<file path="config.mk">
export PLATFORM = sky130hd
export DESIGN_NAME = mc_decoder_flat
export DESIGN_NICKNAME = d
export VERILOG_FILES = /design/src/rtl/mc_decoder_pkg.sv /design/src/rtl/mc_decoder_if.sv /design/src/rtl/mc_decoder_alu_dec.sv /design/src/rtl/mc_decoder.sv /design/src/flat_wrapper.sv
export SDC_FILE = /design/constraint.sdc
export NUM_CORES = 1
export LEC_CHECK = 0
export CAP_MARGIN = 15
export CORE_MARGIN = 5
export CORE_UTILIZATION = 41
export DETAILED_ROUTE_END_ITERATION = 10
export HOLD_SLACK_MARGIN = 0.15
export PLACE_DENSITY = 0.8
export SLEW_MARGIN = 20
export SYNTH_ARGS = -nofsm -noshare
export SYNTH_HDL_FRONTEND = slang
export SYNTH_HIERARCHICAL = 1
export SYNTH_SLANG_ARGS = --single-unit
</file>
<file path="constraint.sdc">
create_clock -name clk -period 1.49 [get_ports clk]
set_input_delay 0.2235 -clock clk [delete_from_list [all_inputs] [get_ports clk]]
set_output_delay 0.2235 -clock clk [all_outputs]
set_load 0.005 [all_outputs]
</file>
<file path="src/rtl/mc_decoder_pkg.sv">
// Shared types for the multicycle control path: FSM states, mux select codes and opcodes.
// state_ctl() maps a state to its Moore outputs, which the decoder registers.
package mc_ctrl_pkg;

  typedef enum logic [3:0] {
    S_FETCH  = 4'd0,
    S_DECODE = 4'd1,
    S_MEMADR = 4'd2,
    S_MEMRD  = 4'd3,
    S_MEMWB  = 4'd4,
    S_MEMWR  = 4'd5,
    S_EXECR  = 4'd6,
    S_EXECI  = 4'd7,
    S_ALUWB  = 4'd8,
    S_BRANCH = 4'd9
  } state_t;

  localparam logic [1:0] ALU_ADD = 2'b00;
  localparam logic [1:0] ALU_SUB = 2'b01;
  localparam logic [1:0] ALU_AND = 2'b10;
  localparam logic [1:0] ALU_ORR = 2'b11;

  localparam logic [1:0] RES_ALUOUT = 2'b00;
  localparam logic [1:0] RES_RDATA  = 2'b01;
  localparam logic [1:0] RES_ALU    = 2'b10;

  localparam logic [1:0] SRCB_REG  = 2'b00;
  localparam logic [1:0] SRCB_IMM  = 2'b01;
  localparam logic [1:0] SRCB_FOUR = 2'b10;

  localparam logic [1:0] OP_DP    = 2'b00;
  localparam logic [1:0] OP_MEM   = 2'b01;
  localparam logic [1:0] OP_BR    = 2'b10;
  localparam logic [1:0] OP_UNDEF = 2'b11;

  localparam logic [3:0] CMD_AND = 4'b0000;
  localparam logic [3:0] CMD_SUB = 4'b0010;
  localparam logic [3:0] CMD_ADD = 4'b0100;
  localparam logic [3:0] CMD_CMP = 4'b1010;
  localparam logic [3:0] CMD_ORR = 4'b1100;

  typedef struct packed {
    logic       pcs;
    logic       reg_w;
    logic       mem_w;
    logic       next_pc;
    logic       ir_write;
    logic       adr_src;
    logic       alu_src_a;
    logic [1:0] alu_src_b;
    logic [1:0] result_src;
    logic       alu_op;
  } ctl_t;

  function automatic ctl_t state_ctl(input state_t s);
    ctl_t c;
    c = '0;
    case (s)
      S_FETCH: begin
        c.ir_write   = 1'b1;
        c.next_pc    = 1'b1;
        c.alu_src_a  = 1'b1;
        c.alu_src_b  = SRCB_FOUR;
        c.result_src = RES_ALU;
      end
      S_DECODE: begin
        c.alu_src_a  = 1'b1;
        c.alu_src_b  = SRCB_FOUR;
        c.result_src = RES_ALU;
      end
      S_MEMADR: c.alu_src_b = SRCB_IMM;
      S_MEMRD:  c.adr_src = 1'b1;
      S_MEMWB: begin
        c.reg_w      = 1'b1;
        c.result_src = RES_RDATA;
      end
      S_MEMWR: begin
        c.adr_src = 1'b1;
        c.mem_w   = 1'b1;
      end
      S_EXECR:  c.alu_op = 1'b1;
      S_EXECI: begin
        c.alu_src_b = SRCB_IMM;
        c.alu_op    = 1'b1;
      end
      S_ALUWB:  c.reg_w = 1'b1;
      S_BRANCH: begin
        c.pcs        = 1'b1;
        c.alu_src_b  = SRCB_IMM;
        c.result_src = RES_ALU;
      end
      default: c = '0;
    endcase
    return c;
  endfunction

endpackage

</file>
<file path="src/rtl/mc_decoder_if.sv">
// Instruction fields in, raw control enables and datapath selects out.
// master = datapath/instruction register side, slave = decoder.
interface mc_decoder_if;
  logic [1:0] op;
  logic [5:0] funct;
  logic [3:0] rd;
  logic       pcs;
  logic       reg_w;
  logic       mem_w;
  logic [1:0] flag_w;
  logic       no_write;
  logic       next_pc;
  logic       ir_write;
  logic       adr_src;
  logic       alu_src_a;
  logic [1:0] alu_src_b;
  logic [1:0] result_src;
  logic [1:0] alu_control;
  logic [1:0] imm_src;
  logic [1:0] reg_src;

  modport master (
    output op, funct, rd,
    input  pcs, reg_w, mem_w, flag_w, no_write, next_pc, ir_write, adr_src,
           alu_src_a, alu_src_b, result_src, alu_control, imm_src, reg_src
  );

  modport slave (
    input  op, funct, rd,
    output pcs, reg_w, mem_w, flag_w, no_write, next_pc, ir_write, adr_src,
           alu_src_a, alu_src_b, result_src, alu_control, imm_src, reg_src
  );
endinterface

</file>
<file path="src/rtl/mc_decoder_alu_dec.sv">
// Combinational ALU decode: cmd/S/alu_op -> alu_control, flag_w, no_write.
// no_write ignores alu_op so it stays valid through the writeback state.
module alu_dec
  import mc_ctrl_pkg::*;
(
  input  logic       i_alu_op,
  input  logic       i_is_dp,
  input  logic [3:0] i_cmd,
  input  logic       i_s,
  output logic [1:0] o_alu_control,
  output logic [1:0] o_flag_w,
  output logic       o_no_write
);

  logic [1:0] w_ctrl;
  logic       w_known;
  logic       w_arith;

  always_comb begin
    w_ctrl  = ALU_ADD;
    w_known = 1'b1;
    w_arith = 1'b0;
    case (i_cmd)
      CMD_ADD: begin w_ctrl = ALU_ADD; w_arith = 1'b1; end
      CMD_SUB: begin w_ctrl = ALU_SUB; w_arith = 1'b1; end
      CMD_CMP: begin w_ctrl = ALU_SUB; w_arith = 1'b1; end
      CMD_AND: w_ctrl = ALU_AND;
      CMD_ORR: w_ctrl = ALU_ORR;
      default: w_known = 1'b0;
    endcase
  end

  // Unsupported commands degrade to a flag-less, write-suppressed ADD.
  assign o_alu_control = i_alu_op ? w_ctrl : ALU_ADD;
  assign o_flag_w      = (i_alu_op && i_s && w_known) ? {1'b1, w_arith} : 2'b00;
  assign o_no_write    = i_is_dp && ((i_cmd == CMD_CMP) || !w_known);

endmodule

</file>
<file path="src/rtl/mc_decoder.sv">
// Multicycle Moore control FSM: fetch/decode/execute/memory/writeback sequencing.
// State-based enables are registered; only ALU decode, imm/reg src and the rd=PC pcs term are combinational.
module mc_decoder
  import mc_ctrl_pkg::*;
(
  input  logic         clk,
  input  logic         reset,
  mc_decoder_if.slave  dec
);

  state_t r_state;
  state_t w_next_state;
  ctl_t   r_ctl;
  logic   w_wb_pc;

  always_comb begin
    w_next_state = S_FETCH;
    case (r_state)
      S_FETCH:  w_next_state = S_DECODE;
      S_DECODE: begin
        case (dec.op)
          OP_MEM:  w_next_state = S_MEMADR;
          OP_DP:   w_next_state = dec.funct[5] ? S_EXECI : S_EXECR;
          OP_BR:   w_next_state = S_BRANCH;
          default: w_next_state = S_FETCH;
        endcase
      end
      S_MEMADR: w_next_state = dec.funct[0] ? S_MEMRD : S_MEMWR;
      S_MEMRD:  w_next_state = S_MEMWB;
      S_EXECR:  w_next_state = S_ALUWB;
      S_EXECI:  w_next_state = S_ALUWB;
      default:  w_next_state = S_FETCH;
    endcase
  end

  // Outputs are registered from the next state so they line up with r_state.
  always_ff @(posedge clk or posedge reset) begin
    if (reset) begin
      r_state <= S_FETCH;
      r_ctl   <= state_ctl(S_FETCH);
    end else begin
      r_state <= w_next_state;
      r_ctl   <= state_ctl(w_next_state);
    end
  end

  assign w_wb_pc = ((r_state == S_MEMWB) || (r_state == S_ALUWB)) && (dec.rd == 4'hF);

  assign dec.pcs        = r_ctl.pcs | w_wb_pc;
  assign dec.reg_w      = r_ctl.reg_w;
  assign dec.mem_w      = r_ctl.mem_w;
  assign dec.next_pc    = r_ctl.next_pc;
  assign dec.ir_write   = r_ctl.ir_write;
  assign dec.adr_src    = r_ctl.adr_src;
  assign dec.alu_src_a  = r_ctl.alu_src_a;
  assign dec.alu_src_b  = r_ctl.alu_src_b;
  assign dec.result_src = r_ctl.result_src;
  assign dec.imm_src    = dec.op;
  assign dec.reg_src    = {dec.op == OP_MEM, dec.op == OP_BR};

  alu_dec u_alu_dec (
    .i_alu_op      (r_ctl.alu_op),
    .i_is_dp       (dec.op == OP_DP),
    .i_cmd         (dec.funct[4:1]),
    .i_s           (dec.funct[0]),
    .o_alu_control (dec.alu_control),
    .o_flag_w      (dec.flag_w),
    .o_no_write    (dec.no_write)
  );

endmodule
</file>
<file path="src/flat_wrapper.sv">
// flat-port wrapper written by rule: the top's interface ports become plain ports
module mc_decoder_flat import mc_ctrl_pkg::*;
  (clk, reset, dec_op, dec_funct, dec_rd, dec_pcs, dec_reg_w, dec_mem_w, dec_flag_w, dec_no_write, dec_next_pc, dec_ir_write, dec_adr_src, dec_alu_src_a, dec_alu_src_b, dec_result_src, dec_alu_control, dec_imm_src, dec_reg_src);
  mc_decoder_if dec_i ();
  input  logic clk;
  input  logic reset;
  input wire logic [$bits(dec_i.op)-1:0] dec_op;
  input wire logic [$bits(dec_i.funct)-1:0] dec_funct;
  input wire logic [$bits(dec_i.rd)-1:0] dec_rd;
  output wire logic [$bits(dec_i.pcs)-1:0] dec_pcs;
  output wire logic [$bits(dec_i.reg_w)-1:0] dec_reg_w;
  output wire logic [$bits(dec_i.mem_w)-1:0] dec_mem_w;
  output wire logic [$bits(dec_i.flag_w)-1:0] dec_flag_w;
  output wire logic [$bits(dec_i.no_write)-1:0] dec_no_write;
  output wire logic [$bits(dec_i.next_pc)-1:0] dec_next_pc;
  output wire logic [$bits(dec_i.ir_write)-1:0] dec_ir_write;
  output wire logic [$bits(dec_i.adr_src)-1:0] dec_adr_src;
  output wire logic [$bits(dec_i.alu_src_a)-1:0] dec_alu_src_a;
  output wire logic [$bits(dec_i.alu_src_b)-1:0] dec_alu_src_b;
  output wire logic [$bits(dec_i.result_src)-1:0] dec_result_src;
  output wire logic [$bits(dec_i.alu_control)-1:0] dec_alu_control;
  output wire logic [$bits(dec_i.imm_src)-1:0] dec_imm_src;
  output wire logic [$bits(dec_i.reg_src)-1:0] dec_reg_src;
  assign dec_i.op = dec_op;
  assign dec_i.funct = dec_funct;
  assign dec_i.rd = dec_rd;
  assign dec_pcs = dec_i.pcs;
  assign dec_reg_w = dec_i.reg_w;
  assign dec_mem_w = dec_i.mem_w;
  assign dec_flag_w = dec_i.flag_w;
  assign dec_no_write = dec_i.no_write;
  assign dec_next_pc = dec_i.next_pc;
  assign dec_ir_write = dec_i.ir_write;
  assign dec_adr_src = dec_i.adr_src;
  assign dec_alu_src_a = dec_i.alu_src_a;
  assign dec_alu_src_b = dec_i.alu_src_b;
  assign dec_result_src = dec_i.result_src;
  assign dec_alu_control = dec_i.alu_control;
  assign dec_imm_src = dec_i.imm_src;
  assign dec_reg_src = dec_i.reg_src;
  mc_decoder u_core (.clk(clk), .reset(reset), .dec(dec_i));
endmodule
</file>
### Yosys cells after proc, flatten, opt, wreduce, memory -nomap -nowiden

Cells that the tools add are included.

* bits in registers: 16
* input bits: 14
* output and inout port bits: 20

* eq/ne operators: 23
* multiplexer cells: 18
* bitwise operators: 1
* reductions and logical operators: 21

Operators by type and width (number)
* $eq 4x3->1 const B: 8
* $eq 4x4->1 const B: 6
* $eq 4x2->1 const B: 5
* $pmux 4 s5: 1
* $logic_not 4->1: 3
* $pmux 4 s3: 1
* $reduce_or 2->1: 6
* $mux 1: 9
* $reduce_or 3->1: 3
* $eq 4x1->1 const B: 2
* $pmux 2 s2: 2
* $mux 2: 3
* $pmux 2 s3: 1
* $reduce_or 5->1: 1
* $logic_and 1x1->1: 4
* $mux 3: 1
* $eq 2x1->1 const B: 1
* $eq 2x2->1 const B: 1
* $logic_not 2->1: 1
* $logic_or 1x1->1: 2
* $logic_not 1->1: 1
* $or 1x1->1: 1

### Logic depth before layout (Yosys ltp)

* word-level depth: 6
* gate-level depth with buffers: 4
* gate-level depth less buffers: 3

### Cells and area by module

The synthesis kept the hierarchy.

By module, submodules not included
* mc_decoder: times used 1, cells each 67, area each 681.9 um^2, seq. area each 354.1 um^2
* alu_dec: times used 1, cells each 14, area each 101.3 um^2, seq. area each 0.0 um^2

### Least setup slack after synthesis

OpenSTA, ideal clock, no wires.

* path type: reg2reg
* start: reg u_core.r_state[1]
* end: reg u_core.r_ctl (netlist bit u_core/dec.alu_src_b[0])
* data arrival time: 1.238 ns
* required time: 1.408 ns
* slack: 0.170 ns
* stages on the path, launching flop included: 4
* path buffers: 0
* period minus slack after synthesis: 1.320 ns
* cells stage by stage: dfrtp_1 or4b_4 or2_0 o22ai_1

* cells in the longest elaborated chain, start to end: 6
* elaborated cells on any way between the ends: 16
* classes of those cells: eq/ne: 9; mux: 2; reduce/logical: 5

Ends and longest elaborated chain
* from (decl): RTL line mc_decoder.sv:11 `state_t r_state;`
* from (signal assigned): RTL line mc_decoder.sv:42 `r_state <= w_next_state;`
* $eq 4x3->1: RTL line mc_decoder.sv:18 `case (r_state)`
* $reduce_or 2->1 (no line)
* $pmux 4 s5 *: RTL line mc_decoder.sv:18
* $eq 4x2->1 (tied with other cells): RTL line mc_decoder_pkg.sv:58 `case (s)`
* $reduce_or 3->1 (no line) or $reduce_or 2->1 (tied branches)
* $pmux 2 s2 *: RTL line mc_decoder_pkg.sv:58
* to (signal assigned): RTL line mc_decoder.sv:40 `r_ctl <= state_ctl(S_FETCH);`
* to (signal assigned): RTL line mc_decoder.sv:43 `r_ctl <= state_ctl(w_next_state);`
* to (decl): RTL line mc_decoder.sv:13 `ctl_t r_ctl;`

Every way passes the cells marked *; elsewhere a longest branch is shown, timed or not.

### Worst setup path in the final report

Ends and elaborated chain as after synthesis.

==> flow_summary.ini <==
[floorplan]
num_io_pins = 34
die_x_um = 53.7
coreArea_um2 = 1760
rows = 15
die_h_um = 53.7
start_util = 0.444
die_area_um2 = 2880

[critical_path]
crit_path_start_kind = register
crit_chain = buf_6 > or4b_4 > or2_0 > o22ai_1
cp.arrival_ns = 1.69
slowest_stage = or4b_4
path_delay_family = simple AND/OR/NAND/NOR gates
crit_fanout = 4
cp.required_ns = 1.68
criticalPathCategory = reg -> reg
critPathMaxStageDelay_ns = 0.56
cp_num_buf_inv = 1
cp-end-kind = register

[sta]
final-max-slew-violation-count = 0
fin_skew_ns = 0.000439
worst_slack_ns = -0.00766
timing.hold.ws_ns = 0.287
fmax_mhz = 668
finalHoldViolCount = 0
worst_pin_slew_ns = 0.525
setup_viol = 1
rsz0062_at_grt = yes
fin_crit_sh = 1.01
relSlewSlack = 0.649
fin_crit_ns = 1.50

[pwr]
p_leak_nw = 0.604
seqPwrFrac = 0.314
p_switching_uw = 658
clockPowerShare = 0.137
combPwrFrac = 0.549
vdd_drop_max_uv = 948
p_per_area_nw_per_um2 = 1560
cellInternalPower_mw = 1.29
swShare = 0.337

[route]
drc = 0
drt-pass1-iter-count = 4
vias_per_cell = 5.18
drt-met1-wl_um = 824
wl_mm = 2.19
drt-initial-drc-count = 31
met2WireLength_mm = 1.11
route.top_layer_used = met4
post_drt_wl_per_cell_um = 14.7
drtAntennaViolNets = 0
route.met3.wl_um = 178
vias = 772

[run]
maxCapViolations = 0

[outcome]
outcome = finished, violations left
violations = setup timing

[layout]
area_growth_syn_to_layout_pct = 59.9
final_core_util = 0.710
diodes = 0
final_net_count = 139
drive_gt1_frac = 0.339

[global_routing]
grt_pass1_vias = 728
grt_max_degree = 15
grt_usage = 0.163
grt_pass1_wl_mm = 3.37
gr-total-overflow = 0
antenna_found_initial = 0

[cts]
cts_tree = done
holdBufCountCts = 0
clock_path_buffers = 2
clkTransAtPathRegs_ns = 0.09
cts.sinks = 14
clock_latency_ns = 0.27
cts_made_buffers = 3
h-tree-depth = 1
cts_root_buf = clkbuf_4

[min_path]
hp-class = in -> async

[synthesis]
yosysSeqAreaShare = 0.452
yosys.cell_types.count = 34
syn_area_per_cell_um2 = 9.67
synth_cells = 81
synth_area_um2 = 783
ys_ff_latch = 14
syn-num-nets = 95
yosys_warnings = 6

[placement]
portBuffers = 33
routabilityCongestion = 0.839
dp_hpwl_mm = 1.60
-- worst reg2reg max path: stages (launching register included) --
cell	delay (ns)
dfrtp_1	0.40
buf_6	0.13
or4b_4	0.56
or2_0	0.23
o22ai_1	0.10
-- path summary, 6_finish.rpt --
check	cells after the start	slack, ns	startpoint	endpoint
worst max-delay path	4	-0.008	u_core/r_state[1]$_DFF_PP0_	u_core/dec.alu_src_b[0]$_DFF_PP0_
worst min-delay path	2	0.29	reset	u_core/dec.adr_src$_DFF_PP0_
worst max register to register	4	-0.008	u_core/r_state[1]$_DFF_PP0_	u_core/dec.alu_src_b[0]$_DFF_PP0_
worst min register to register	2	0.56	u_core/r_state[3]$_DFF_PP0_	u_core/r_state[3]$_DFF_PP0_
max in group asynchronous	2	0.84	reset	u_core/dec.alu_src_a$_DFF_PP1_
min in group clk	2	0.36	dec_op[0]	u_core/r_ctl[0]$_DFF_PP0_
-- flip-flops by register name (all words and copies together), names as in the netlist --
signal	flops
u_core/dec.alu_src_a	1
u_core/r_ctl	2
u_core/dec.adr_src	1
u_core/r_state	4
u_core/dec.ir_write	1
u_core/dec.mem_w	1
u_core/dec.reg_w	1
u_core/dec.alu_src_b	1
u_core/dec.result_src	2
-- power by group through the flow --
| stage | logic [mW] | registers, mW | clock network [mW] |
|---|---|---|---|
| 2_1_floorplan | 0.555 | 0.622 | 0 |
| 3_3_place_gp | 0.932 | 0.630 | 0 |
| 3_5_place_dp | 0.961 | 0.638 | 0 |
| 4_1_cts | 0.993 | 0.616 | 0.272 |
| 5_1_grt | 1.16 | 0.631 | 0.290 |
| 6_report | 1.07 | 0.613 | 0.267 |
-- logic make-up (layout without fill, tap and decap cells) --
| kind of cell | after synthesis | after routing | share of synthesized area |
|---|---|---|---|
| simple gates | 34 | 34 | 0.265 |
| compound gates | 16 | 16 | 0.141 |
| flops | 14 | 14 | 0.452 |
| buf+inv | 14 | 57 | 0.105 |
| xor+xnor | 2 | 2 | 0.0224 |
| mux | 1 | 1 | 0.0144 |
-- placed cells by master, fill, tap and decap left out, types with 2 or more instances in the layout --
| master | synthesis | routed |
|---|---|---|
| clkbuf_4 | 0 | 3 |
| o21bai_1 | 3 | 3 |
| a21oi_1 | 4 | 3 |
| nand2b_1 | 4 | 3 |
| nand2_1 | 3 | 3 |
| clkdlybuf4s50_1 | 0 | 14 |
| nor3_2 | 0 | 2 |
| nor3b_1 | 4 | 4 |
| buf_2 | 0 | 4 |
| xor2_1 | 2 | 2 |
| dlymetal6s2s_1 | 0 | 2 |
| nor2_1 | 4 | 4 |
| dlygate4sd2_1 | 0 | 10 |
| nor3_1 | 6 | 4 |
| buf_4 | 8 | 17 |
| dfrtp_1 | 11 | 11 |
| nand3b_1 | 3 | 3 |
| dfstp_2 | 3 | 3 |
| buf_6 | 0 | 2 |
-- synthesized netlist by cell type, drive strengths merged --
cell type,number,area [µm²]
nand2b,4,25.0
or3b,2,17.5
inv,1,3.75
and2,1,6.26
mux2,1,11.3
a41o,1,10.0
nor2,4,15.0
buf,9,63.8
nor3b,4,30.0
o21bai,3,22.5
o22ai,1,6.26
a22oi,1,7.51
a211oi,1,7.51
clkbuf,4,15.0
nand3,1,5.00
nor4,1,6.26
and3,1,6.26
nor2b,2,12.5
o21ai,1,5.00
xor2,2,17.5
o21a,1,7.51
a21boi,1,7.51
a31oi,1,6.26
or4b,1,13.8
dfstp,3,78.8
dfrtp,11,275
nand2,3,11.3
o21ba,1,10.0
or2,1,6.26
nand3b,3,22.5
a21oi,4,20.0
nor3,6,30.0
-- through the flow --
stage                     power, mW  std cells  area [µm²]  setup WS, ns  TNS [ns]
final                          1.95        149        1250      -0.00766  -0.00766
after CTS                      1.88        147        1240       -0.0387   -0.0387
after floorplan                1.18         81         783         0.170         0
after global routing           2.08        149        1250       -0.0619    -0.112
after detailed placement       1.60        140        1170        -0.561     -3.56
after global placement         1.56        140        1170        -0.472     -3.10
-- area by class of cell --
type	count	area (µm²)
clock buffers	4	36.3
repair buffers	52	449
inverters	1	3.75
multi-input cells	53	378
well taps	25	31.3
fillers	152	512
flip-flops and latches	14	354
-- timing repair --
item                                    CTS  global route
gates resized for setup                  35            12
pin swaps                                 4             5
endpoints found under the setup margin   15             8
gates cloned                              0             0
buffers inserted                          3             2
-- layer usage --
metal / global-route usage / up-vias
met5: 0 / -
met4: 0.102 / 0
met3: 0.0166 / 6
met2: 0.284 / 39
met1: 0.188 / 364
li1: - / 363
Note: power is estimated with default switching activity, not from simulation.
==> patch, RTL diff (same flow settings) <==
Make the reset (`reset`) synchronous in one clocked block.
--- a/src/rtl/mc_decoder.sv
+++ b/src/rtl/mc_decoder.sv
@@ -36,3 +36,3 @@
   // Outputs are registered from the next state so they line up with r_state.
-  always_ff @(posedge clk or posedge reset) begin
+  always_ff @(posedge clk) begin
     if (reset) begin
Check against the original RTL: differs if reset is asserted again (counterexample within 4 cycles, from zero or initial values and one cycle with reset high); with reset held inactive, the same outputs for 10 cycles.
==> patch against the unedited design <==
The run still ends with negative setup slack left; design area is 8.2% higher; synthesized cell count is 11% higher; critical path depth stayed put; worst hold slack better by 0.24 ns; critical path type unchanged; first-iteration DRC count is 71% lower; wire length is 7.5% higher; non-clock buffer count is 6 higher; sequential cell count is 1 higher; highest routed layer unchanged; setup slack worse by 0.078 ns; synthesized area is 1.1% higher.
Power is not compared: it rests on default switching activity, and its combinational part moved more than twofold at a synthesized area within 25%.
==> patch: results (changes against the unedited design) <==
| Metric | Value |
|---|---|
| Final setup margin | -0.0855 ns (-0.0779 ns) |
| Syn_nets | 104 (+9.5%) |
| Share of the synthesized area in the top cell type | 37.9% (+2.8 points) |
| CP arrival | 1.77 ns (+0.08 ns) |
| Skew-Pair Late Insertion Delay | 0.29 ns (+0.02 ns) |
| Sinks on Clock Net | 15 (+1) |
| Mux share of post-synthesis cell area | 1.42% (-0.016 points) |
| Global-route wire length before repair | 3.52 mm (+4.3%) |
| HPWL after DPL | 1.60 mm (+0.24%) |
| Inverters | 4 (+3) |
| Clock Buffer Count | 3 (-1) |
| Total track usage | 16.8% (+0.51 points) |
| # resized after CTS | 29 (-17%) |
| Violated checks | negative setup slack |
| Primary FF master, synth | dfxtp_1 |
| Synth Area in XOR/XNOR | 2.21% (-0.025 points) |
| WL met1 | 976 um (+18%) |
| Compound-Gate Fraction of Synth Area | 18.0% (+4.0 points) |
| Nets | 155 (+12%) |
| Most common library cells after synthesis | dfxtp_1, buf_4, nor3_1 |
| Distinct cells, synth | 38 (+12%) |
| Async set-or-reset flop fraction in the synthesized netlist | 0% (-100 points) |
| Status | complete, but fails checks |
| DR vias/cell | 5.22 (+0.83%) |
| Vias in the first global route | 862 (+18%) |
| Fillers | 129 (-15%) |
| Layout cells sized above 1 | 36.4% (+2.6 points) |
| Final setup viols | 6 (+5) |
| Final wirelength | 2.36 mm (+7.5%) |
| Max FO, Critical Path | 5 (+1) |
| Delay-heaviest family, CP | compound AO/OA/AOI/OAI gates |
[patch: cell count changes after synthesis, moves of 3 or more]
cell / delta
dfxtp_1: +15
dfrtp_1: -11
dfstp_2: -3
inv_1: +3
o21bai_1: -3
[patch: per-stage QoR]
step / total power [uW] / TNS, ns / instance area [sq um] / setup slack [ns] / instances
final: 1020 / -0.263 / 1360 / -0.0855 / 165
after global placement: 738 / -5.96 / 1230 / -0.445 / 157
after detailed placement: 743 / -6.28 / 1230 / -0.521 / 157
after CTS: 994 / -0.241 / 1290 / -0.0978 / 163
after floorplan: 584 / -0.0969 / 792 / -0.0820 / 90
after global routing: 1080 / -0.546 / 1360 / -0.135 / 165
[patch: final timing paths]
check                    start                      end  slack (ns)  cells after the start
max reg2reg  u_core/r_state[0]  u_core/dec.alu_src_b[0]       -0.09                      4
max          u_core/r_state[0]  u_core/dec.alu_src_b[0]       -0.09                      4
min                  dec_op[0]         u_core/r_ctl[11]        0.53                      4
min reg2reg  u_core/r_state[3]        u_core/r_state[3]        0.61                      2
